==> config.mk <==
export PLATFORM = sky130hd
export DESIGN_NAME = peripheral_mpram_ahb3_master
export DESIGN_NICKNAME = d
export VERILOG_FILES = /design/src/rtl/peripheral_mpram_ahb3_master.sv
export SDC_FILE = /design/constraint.sdc
export NUM_CORES = 1
export LEC_CHECK = 0
export ABC_CLOCK_PERIOD_IN_PS = 2600
export CAP_MARGIN = 30
export CORE_AREA = 8 8 184 186
export DETAILED_ROUTE_END_ITERATION = 8
export DIE_AREA = 0 0 192 194
export DONT_BUFFER_PORTS = 1
export GPL_ROUTABILITY_DRIVEN = 0
export PLACE_DENSITY = 0.5
export SYNTH_ARGS = -nofsm -noshare
export SYNTH_HDL_FRONTEND = slang
export SYNTH_SLANG_ARGS = --single-unit
==> constraint.sdc <==
create_clock -name HCLK -period 2.6 [get_ports HCLK]
set_input_delay 0.26 -clock HCLK [delete_from_list [all_inputs] [get_ports HCLK]]
set_output_delay 0.26 -clock HCLK [all_outputs]
set_load 0.1 [all_outputs]
==> src/rtl/peripheral_mpram_ahb3_master.sv <==
// AHB3-Lite single-transfer master with a two-slot (address/data) pipeline.
// Ports: req_* request in, rsp_* completion out, H* AHB3-Lite master bus.
module peripheral_mpram_ahb3_master #(
   parameter int         PLEN      = 64,
   parameter int         XLEN      = 64,
   parameter logic [3:0] HPROT_VAL = 4'b0011
) (
   input  logic            HCLK,
   input  logic            HRESETn,
   input  logic            req_valid_i,
   output logic            req_ready_o,
   input  logic            req_we_i,
   input  logic [PLEN-1:0] req_addr_i,
   input  logic [2:0]      req_size_i,
   input  logic [XLEN-1:0] req_wdata_i,
   output logic            rsp_valid_o,
   output logic [XLEN-1:0] rsp_rdata_o,
   output logic            rsp_err_o,
   output logic            HSEL,
   output logic [PLEN-1:0] HADDR,
   output logic [XLEN-1:0] HWDATA,
   input  logic [XLEN-1:0] HRDATA,
   output logic            HWRITE,
   output logic [2:0]      HSIZE,
   output logic [2:0]      HBURST,
   output logic [3:0]      HPROT,
   output logic [1:0]      HTRANS,
   output logic            HMASTLOCK,
   input  logic            HREADY,
   input  logic            HRESP
);

   // address slot
   logic            a_vld_q, a_vld_d;
   logic            a_we_q, a_we_d;
   logic [PLEN-1:0] a_addr_q, a_addr_d;
   logic [2:0]      a_size_q, a_size_d;
   logic [XLEN-1:0] a_wdata_q, a_wdata_d;

   // data slot
   logic            d_vld_q, d_vld_d;
   logic            d_we_q, d_we_d;
   logic [XLEN-1:0] d_wdata_q, d_wdata_d;

   // error tracking and completion
   logic            err_q, err_d;
   logic            rsp_valid_q, rsp_valid_d;
   logic [XLEN-1:0] rsp_rdata_q, rsp_rdata_d;
   logic            rsp_err_q, rsp_err_d;

   logic accept;
   logic advance;
   logic retire;

   always_comb begin
      req_ready_o = ~err_q & (~a_vld_q | HREADY);
      accept      = req_valid_i & req_ready_o;
      advance     = a_vld_q & HREADY & ~err_q;
      retire      = d_vld_q & HREADY;

      a_vld_d   = a_vld_q;
      a_we_d    = a_we_q;
      a_addr_d  = a_addr_q;
      a_size_d  = a_size_q;
      a_wdata_d = a_wdata_q;
      if (accept) begin
         a_vld_d   = 1'b1;
         a_we_d    = req_we_i;
         a_addr_d  = req_addr_i;
         a_size_d  = req_size_i;
         a_wdata_d = req_wdata_i;
      end else if (advance) begin
         a_vld_d = 1'b0;
      end

      d_vld_d   = d_vld_q;
      d_we_d    = d_we_q;
      d_wdata_d = d_wdata_q;
      if (advance) begin
         d_vld_d   = 1'b1;
         d_we_d    = a_we_q;
         d_wdata_d = a_wdata_q;
      end else if (retire) begin
         d_vld_d = 1'b0;
      end

      // Two-cycle ERROR: the first cycle (HREADY low) arms err_q so the
      // pending address phase drops to IDLE; the second cycle clears it.
      if (err_q) begin
         err_d = ~HREADY;
      end else begin
         err_d = d_vld_q & HRESP & ~HREADY;
      end

      rsp_valid_d = retire;
      rsp_rdata_d = rsp_rdata_q;
      rsp_err_d   = rsp_err_q;
      if (retire) begin
         rsp_rdata_d = d_we_q ? '0 : HRDATA;
         rsp_err_d   = HRESP;
      end
   end

   always_ff @(posedge HCLK or negedge HRESETn) begin
      if (!HRESETn) begin
         a_vld_q     <= 1'b0;
         a_we_q      <= 1'b0;
         a_addr_q    <= '0;
         a_size_q    <= '0;
         a_wdata_q   <= '0;
         d_vld_q     <= 1'b0;
         d_we_q      <= 1'b0;
         d_wdata_q   <= '0;
         err_q       <= 1'b0;
         rsp_valid_q <= 1'b0;
         rsp_rdata_q <= '0;
         rsp_err_q   <= 1'b0;
      end else begin
         a_vld_q     <= a_vld_d;
         a_we_q      <= a_we_d;
         a_addr_q    <= a_addr_d;
         a_size_q    <= a_size_d;
         a_wdata_q   <= a_wdata_d;
         d_vld_q     <= d_vld_d;
         d_we_q      <= d_we_d;
         d_wdata_q   <= d_wdata_d;
         err_q       <= err_d;
         rsp_valid_q <= rsp_valid_d;
         rsp_rdata_q <= rsp_rdata_d;
         rsp_err_q   <= rsp_err_d;
      end
   end

   assign HSEL      = a_vld_q & ~err_q;
   assign HTRANS    = (a_vld_q & ~err_q) ? 2'b10 : 2'b00;
   assign HADDR     = a_addr_q;
   assign HWRITE    = a_we_q;
   assign HSIZE     = a_size_q;
   assign HWDATA    = d_wdata_q;
   assign HBURST    = 3'b000;
   assign HPROT     = HPROT_VAL;
   assign HMASTLOCK = 1'b0;

   assign rsp_valid_o = rsp_valid_q;
   assign rsp_rdata_o = rsp_rdata_q;
   assign rsp_err_o   = rsp_err_q;

endmodule

Word level (Yosys, flattened, before mapping)
Index checks and enable logic that the tools add are counted.
{"block": "op_classes", "mux": 7, "bitwise": 12, "n_reduce_logical": 2}
{"operator": "$mux 64", "count": 1}
{"operator": "$and 1x1->1", "count": 8}
{"operator": "$mux 1", "count": 5}
{"operator": "$reduce_bool 2->1", "count": 2}
{"operator": "$not 1->1", "count": 3}
{"operator": "$mux 2", "count": 1}
{"operator": "$or 1x1->1", "count": 1}
{"block": "word_totals", "register_bits": 266, "output_inout_bits": 210}

Depth between registers and ports, before layout
Gate-level depths: netlist of run 1.
{"block": "logic_depth", "depth_word": 5, "depth_mapped": 5, "mapped_depth_nobuf": 3}

Least setup slack after synthesis of run 1
No wires, ideal clock.
{"block": "synth_path", "kind": "reg-to-output", "startpoint": "register err_q", "endpoint": "output port HTRANS[1]", "arrival_ns": 2.272, "required_ns": 2.340, "path_slack_ns": 0.068, "path_stages_with_launch": 3, "path_cell_list": "dfrtp_1 nor2b_1 buf_4"}
{"block": "synth_via", "elab_chain_len": 3}
{"item": "start, declared", "line": "46", "rtl": "logic err_q, err_d;"}
{"item": "start signal, assigned", "line": "127", "rtl": "err_q <= err_d;"}
{"item": "$not 1->1"}
{"item": "$and 1x1->1"}
{"item": "via HSEL", "line": "19", "rtl": "output logic HSEL,"}
{"item": "$mux 2", "line": "135", "rtl": "assign HTRANS = (a_vld_q & ~err_q) ? 2'b10 : 2'b00;"}
{"item": "end, declared", "line": "27", "rtl": "output logic [1:0] HTRANS,"}
The timed path passes the listed nets, and every way through them passes these cells.

Worst setup path after layout of run 1
{"block": "layout_path", "startpoint": "register err_q", "endpoint": "output port HSEL"}
{"block": "layout_via", "elab_chain_len": 2}
{"item": "$not 1->1", "line": "134", "rtl": "assign HSEL = a_vld_q & ~err_q;"}
{"item": "$and 1x1->1", "line": "134"}
{"item": "end, declared", "line": "19"}
No other way between the ends.

==> summary.txt, run 1 <==
============================================================================
Maxcap violations .............................................            0
Starting density of the core ..................................        34.3%
Count of flip-flops with a built-in enable after synthesis ....            0
Crit. End Element ............................................. primary output
Maximum number of pins on one net before global-route repair ..          267
Sequential fraction of the synthesis area .....................        62.5%
Top area cells in the synthesized netlist ..................... sky130_fd_sc_hd__dfrtp_1, sky130_fd_sc_hd__mux2_4, sky130_fd_sc_hd__mux2_2, sky130_fd_sc_hd__nand2b_1, sky130_fd_sc_hd__mux2_1
Worst reg2reg path startpoint .................................        err_q
Average cell area after synthesis .............................   14.7 sq um
Async set-reset flop share out of synthesis ...................         100%
Via count of the first global-routing pass ....................         7211
TritonCTS buffer count ........................................           30
Category of the worst setup path launch point .................    flip-flop
Number of buffers inserted to repair setup after CTS ..........            0
Post-synth top flop ........................................... sky130_fd_sc_hd__dfrtp_1
Number of placement rows ......................................           65
R2r worst-path depth ..........................................            4
Master of the slowest instance on the critical path ........... sky130_fd_sc_hd__dfrtp_1
Total number of H-tree levels .................................            1
First-pass DRT Iterations .....................................            4
TNS Setup .....................................................         0 ns
Worst hold path type ..........................................  in -> async
Endpoints failing setup .......................................            0
Clock period minus worst slack ................................      1.92 ns
Final routed wire length divided by cell count ................ 20.0 microns
Run status .................................................... finished with violations
CTS clock-pin slew for the worst setup and hold paths .........      0.06 ns
Achievable clock frequency ....................................      521 MHz
Global-route wire length before repair ........................ 41800 microns
Actual transition at the worst max-transition pin .............     0.979 ns
Capture point of the worst reg-to-reg path ....................    HADDR[26]
Hold Vio Cnt, Final ...........................................          266
Clock network latency to the later pin of the worst-skew pair .      0.54 ns
DP HPWL ....................................................... 18500 microns
Area added between synthesis and finish .......................        30.9%
Wire length reported by the detailed router ................... 27100 microns
Post-synthesis cell area ......................................  10700 sq um
Drt via density ...............................................         4.67
Maximum single-stage delay on the critical path ...............      0.45 ns
Failing checks ................................................  hold timing
Via total after detailed routing ..............................         6319
Setup repair after global routing missed its margin ...........        false
Count of pins over their slew limit ...........................            0
Top post-synthesis cells by count ............................. sky130_fd_sc_hd__dfrtp_1, sky130_fd_sc_hd__mux2_2, sky130_fd_sc_hd__mux2_4
Placed instance count .........................................         1095
Ports .........................................................          411
Worst Path Buf+Inv ............................................            2
First-iteration detailed-routing DRC count ....................          191
Worst slew margin relative to its limit .......................        34.7%
# hold bufs at CTS ............................................          200
Total core area ...............................................  31100 sq um
CP delay by family, top ....................................... buffers and inverters
Number of nets in the finished design .........................         1126
Yosys warning total ...........................................            0
Total grt overflow ............................................            0
CTS Root Buffer Type .......................................... sky130_fd_sc_hd__clkbuf_16
Synth top area share ..........................................        62.5%
Filler Cells Inserted .........................................         2727
Number of flip-flops and latches in the synthesized netlist ...          266
Sink Count ....................................................          266
Leading area contributor after synthesis ...................... sky130_fd_sc_hd__dfrtp_1
Worst hold slack ..............................................    -0.573 ns
Count of input and output buffers .............................            0
Die span in x .................................................  192 microns
Clock tree from TritonCTS .....................................        built
Class of the most critical setup path .........................   reg -> out
Post-synth cell types .........................................           21
Die H .........................................................  194 microns
Arrival time at the worst endpoint ............................      1.66 ns
Global routing usage summed across all routing layers .........        13.9%
Most frequently used cell type in the post-synthesis netlist .. sky130_fd_sc_hd__dfrtp_1
ANT nets after route ..........................................            0
Synthesized instance count ....................................          725
CP cell instances ............................................. nor2b_4, buf_4, buf_12
DRC Markers ...................................................            0
Fraction of the cycle the final worst path needs ..............        73.8%
Highest net fanout along the worst path .......................            6
Clk buf depth .................................................            3
Die area ......................................................  37200 sq um
Ratio of cells with drive above 1 in the final layout .........        24.4%
Non-filler instance count after layout ........................         1352
Initial antenna violation count ...............................            3
Required time at the endpoint of the critical path ............      2.34 ns
R2r setup slk .................................................      0.79 ns
Post-route clock skew .........................................    0.0205 ns
============================================================================
-- worst register-to-register path, stage by stage (launching register included) --
cell and delay, ns:
sky130_fd_sc_hd__dfrtp_1 0.45, sky130_fd_sc_hd__nand2b_1 0.22, sky130_fd_sc_hd__nor2_4 0.23, sky130_fd_sc_hd__buf_12 0.33, sky130_fd_sc_hd__mux2_4 0.45
-- metal layers --
metal	global-route usage [%]	vias up	routed length (microns)
met5	0	-	0
met4	6.14	0	1150
met3	5.54	72	2670
met2	24.1	258	13800
met1	14.7	3155	9470
li1	-	2834	-
-- kinds of logic after synthesis --
| group | after synthesis | synth area share, % |
|---|---|---|
| AND/OR/NAND/NOR | 137 | 6.53 |
| multiplexers | 198 | 23.7 |
| buffers and inverters | 55 | 4.02 |
| other | 2 | 0.0705 |
| AO/OA/AOI/OAI | 67 | 3.15 |
| flip-flops | 266 | 62.5 |
-- worst max path at each step --
| stage | startpoint | to | depth (start not counted) |
|---|---|---|---|
| finish | err_q | HSEL | 3 |
| floorplan | err_q | HTRANS[1] | 2 |
| detailed placement | err_q | HADDR[47] | 4 |
| global placement | err_q | HADDR[47] | 4 |
| CTS | err_q | HSEL | 3 |
| global route | err_q | HSEL | 3 |
-- cell usage in the layout (no fill, tap or decap), types with 9 or more instances in the layout --
cell / netlist / final
sky130_fd_sc_hd__clkbuf_8: 0 / 10
sky130_fd_sc_hd__conb_1: 2 / 9
sky130_fd_sc_hd__clkbuf_16: 0 / 31
sky130_fd_sc_hd__mux2_2: 82 / 82
sky130_fd_sc_hd__dfrtp_1: 266 / 266
sky130_fd_sc_hd__mux2_4: 80 / 80
sky130_fd_sc_hd__nand2_1: 66 / 65
sky130_fd_sc_hd__o21ai_0: 66 / 66
sky130_fd_sc_hd__nand2b_1: 65 / 65
sky130_fd_sc_hd__dlygate4sd3_1: 0 / 200
sky130_fd_sc_hd__mux2_1: 36 / 36
-- per-stage QoR --
step | utilization [%] | hold WS (ns) | area (sq um) | setup slack [ns]
6_report | 44.9 | -0.573 | 13900 | 0.680
5_1_grt | 44.9 | -0.615 | 13900 | 0.595
4_1_cts | 44.9 | -0.613 | 13900 | 0.630
3_5_place_dp | 35.3 | -0.0212 | 11000 | 0.783
3_3_place_gp | 35.3 | -0.0250 | 11000 | 0.827
2_1_floorplan | - | -0.0356 | 10700 | 0.0681
-- repair_timing --
item                                    in CTS  in global routing
endpoints found under the setup margin       0                  0
endpoints found under the hold margin      466                266
resized for setup                            0                  0
-- flip-flops by register name, summed over array words and instances, names as in the netlist, 3 cells and up --
signal	cells
HADDR	64
HSIZE	3
HWDATA	64
a_wdata_q	64
rsp_rdata_o	64
-- layout make-up --
class,instances,area [sq um],area share [%]
flip-flops and latches,266,6660,47.7
repair buffers,213,2170,15.6
clock inverters,10,56.3,0.404
well taps,402,503,3.61
multi-input cells,411,3610,25.9
diodes,3,7.51,0.0538
clock buffers,44,925,6.63
inverters,3,11.3,0.0807
Power of run 1 is not shown: default switching activity piles up to over one toggle a cycle in this logic, so the estimate is an artifact.
==> run 2, diff against run 1 <==
- ABC_CLOCK_PERIOD_IN_PS: 2600 -> 2000
- clock period: 2.6 -> 2 ns (I/O delays scaled with it)
==> run 2 against run 1 <==
Effect of this change: the flow still finishes with violations (hold timing); wire length is 7.7% higher; worst setup slack got worse by 0.52 ns; die area stayed put; hold slack got worse by 0.063 ns; global-route usage grew 1.1 points; first-iteration DRC count decreased by 12%; sequential cell count unchanged; final area increased by 12%; non-clock buffer count grew 198; clock skew decreased by 0.0020 ns.
==> summary.txt, run 2 (synthesis results as in run 1) <==
============================================================================
Hold Vio Cnt, Final ...........................................          266   unchanged
Placed Instance Area ..........................................  12500 sq um   +14%
Required time at the endpoint of the critical path ............      1.80 ns   -0.54 ns
Ratio of cells with drive above 1 in the final layout .........        37.8%   +13 points
Drt via density ...............................................         4.56   -2.5%
Highest net fanout along the worst path .......................            6   unchanged
DRC Markers ...................................................            0   unchanged
Sink Count ....................................................          266   unchanged
ANT nets after route ..........................................            0   unchanged
Busiest layer in global routing ...............................         met2
R2r worst-path depth ..........................................            4   unchanged
Initial antenna violation count ...............................            4   +1
Quantity of gates resized following cts .......................            0   unchanged
Met3 GRT Util .................................................        4.84%   -0.70 points
Clock period minus worst slack ................................      1.84 ns
Starting density of the core ..................................        34.3%   unchanged
CP cell instances ............................................. nor2b_4, buf_4
Total number of H-tree levels .................................            1   unchanged
Worst slew margin relative to its limit .......................        62.2%   +28 points
Fraction of the cycle the final worst path needs ..............        91.8%
TNS Setup .....................................................         0 ns   unchanged
Master of the slowest instance on the critical path ........... sky130_fd_sc_hd__buf_4
Count of pins over their slew limit ...........................            0   unchanged
Run status .................................................... finished with violations
First-iteration detailed-routing DRC count ....................          169   -12%
CTS clock-pin slew for the worst setup and hold paths .........      0.06 ns   about the same
Endpoints failing setup .......................................            0   unchanged
Maxcap violations .............................................            0   unchanged
Met2 track demand over resource in global routing .............        26.2%   +2.1 points
Maximum single-stage delay on the critical path ...............      0.49 ns   +0.04 ns
Via count of the first global-routing pass ....................         8032   +11%
Number of placement rows ......................................           65   unchanged
Summed area of non-filler cells in the final layout ...........  15600 sq um   +12%
Area added between synthesis and finish .......................        46.4%
Maximum number of pins on one net before global-route repair ..          267   unchanged
TritonCTS buffer count ........................................           30   unchanged
Post-route clock skew .........................................    0.0186 ns   -0.00198 ns
Clk buf depth .................................................            3   unchanged
CTS Root Buffer Type .......................................... sky130_fd_sc_hd__clkbuf_16
Highest-count cells in the layout ignoring fill and taps ...... sky130_fd_sc_hd__dfrtp_1, sky130_fd_sc_hd__buf_4, sky130_fd_sc_hd__dlygate4sd3_1
Die H .........................................................  194 microns   unchanged
Worst hold slack ..............................................    -0.636 ns   -0.0628 ns
Die area ......................................................  37200 sq um   unchanged
Worst hold path type ..........................................  in -> async
DP HPWL ....................................................... 19600 microns   +6.2%
Wire length reported by the detailed router ................... 29200 microns   +7.7%
Actual transition at the worst max-transition pin .............     0.567 ns   -0.413 ns
Global-route wire length before repair ........................ 45200 microns   +8.0%
Clock tree from TritonCTS .....................................        built
Class of the most critical setup path .........................   reg -> out
Arrival time at the worst endpoint ............................      1.64 ns   -0.02 ns
Ports .........................................................          411   unchanged
Category of the worst setup path launch point .................    flip-flop
Crit. End Element ............................................. primary output
Achievable clock frequency ....................................      544 MHz
Total grt overflow ............................................            0   unchanged
First-pass DRT Iterations .....................................            6   +2
Count of input and output buffers .............................            0   unchanged
Failing checks ................................................  hold timing
Total core area ...............................................  31100 sq um   unchanged
Most common library cell in the layout ignoring fill and taps . sky130_fd_sc_hd__dfrtp_1
# hold bufs at CTS ............................................          200   unchanged
Met1 Use GR ...................................................        16.3%   +1.6 points
Clock network latency to the later pin of the worst-skew pair .      0.55 ns   about the same
Number of nets in the finished design .........................         1324   +18%
Die span in x .................................................  192 microns   unchanged
Final routed wire length divided by cell count ................ 18.8 microns   -6.2%
Setup repair after global routing missed its margin ...........        false
Global routing usage summed across all routing layers .........        15.0%   +1.1 points
Via total after detailed routing ..............................         7074   +12%
============================================================================
==> run 2: changes by cell type in the layout (fill, tap and decap cells not counted), sizes merged <==
cell / previous run / this run
inv: 3 / 4
clkinv: 9 / 10
buf: 13 / 211
diode: 3 / 4
bufinv: 0 / 6
clkbuf: 44 / 38
==> run 2: worst max-delay path, delay by kind of cell, from the launching register on <==
kind | cells | cell delay (ns)
buffers and inverters | 1 | 0.49
and+or+nand+nor | 1 | 0.13
DFF | 1 | 0.46
==> run 2: final cells by class <==
| type | instances | area [sq um] |
|---|---|---|
| Fill cell | 2622 | 15500 |
| Sequential cell | 266 | 6660 |
| Timing Repair Buffer | 411 | 3670 |
| Multi-Input combinational cell | 411 | 3610 |
| Clock buffer | 38 | 872 |
| Tap cell | 402 | 503 |
| Clock inverter | 18 | 253 |
| Inverter | 3 | 11.3 |
| Antenna cell | 4 | 10.0 |
==> run 2: metrics by stage <==
stage	setup WS (ns)	instances	utilization [%]
2_1_floorplan	0.00349	732	-
3_3_place_gp	0.266	1293	40.1
3_5_place_dp	0.241	1293	40.1
4_1_cts	0.134	1549	50.2
5_1_grt	0.119	1553	50.2
6_report	0.163	1553	50.2
==> run 2: worst paths after layout <==
check,from,endpoint,slack [ns]
max in group asynchronous,HRESETn,rsp_rdata_o[54],2.15
hold / removal,HRESETn,HADDR[4],-0.64
setup / recovery,err_q,HTRANS[1],0.16
min in group HCLK,HREADY,rsp_rdata_o[17],0.14
hold reg to reg,a_wdata_q[28],HWDATA[28],0.48
setup reg to reg,err_q,HADDR[48],0.22
==> run 2: metal layers <==
metal  up-vias  part of all wire, %  wire length, microns
met3        74                  8.1                  2360
li1       3237                    -                     -
met2       264                   51                 14900
met1      3499                   36                 10600
met4         0                  4.6                  1340
met5         -                    0                     0
==> run 2: timing repair <==
action | in CTS | in global routing
endpoints found under the setup margin | 0 | 0
buffers inserted | 0 | 0
endpoints found under the hold margin | 466 | 266
Power of run 2 is left out for the same reason.
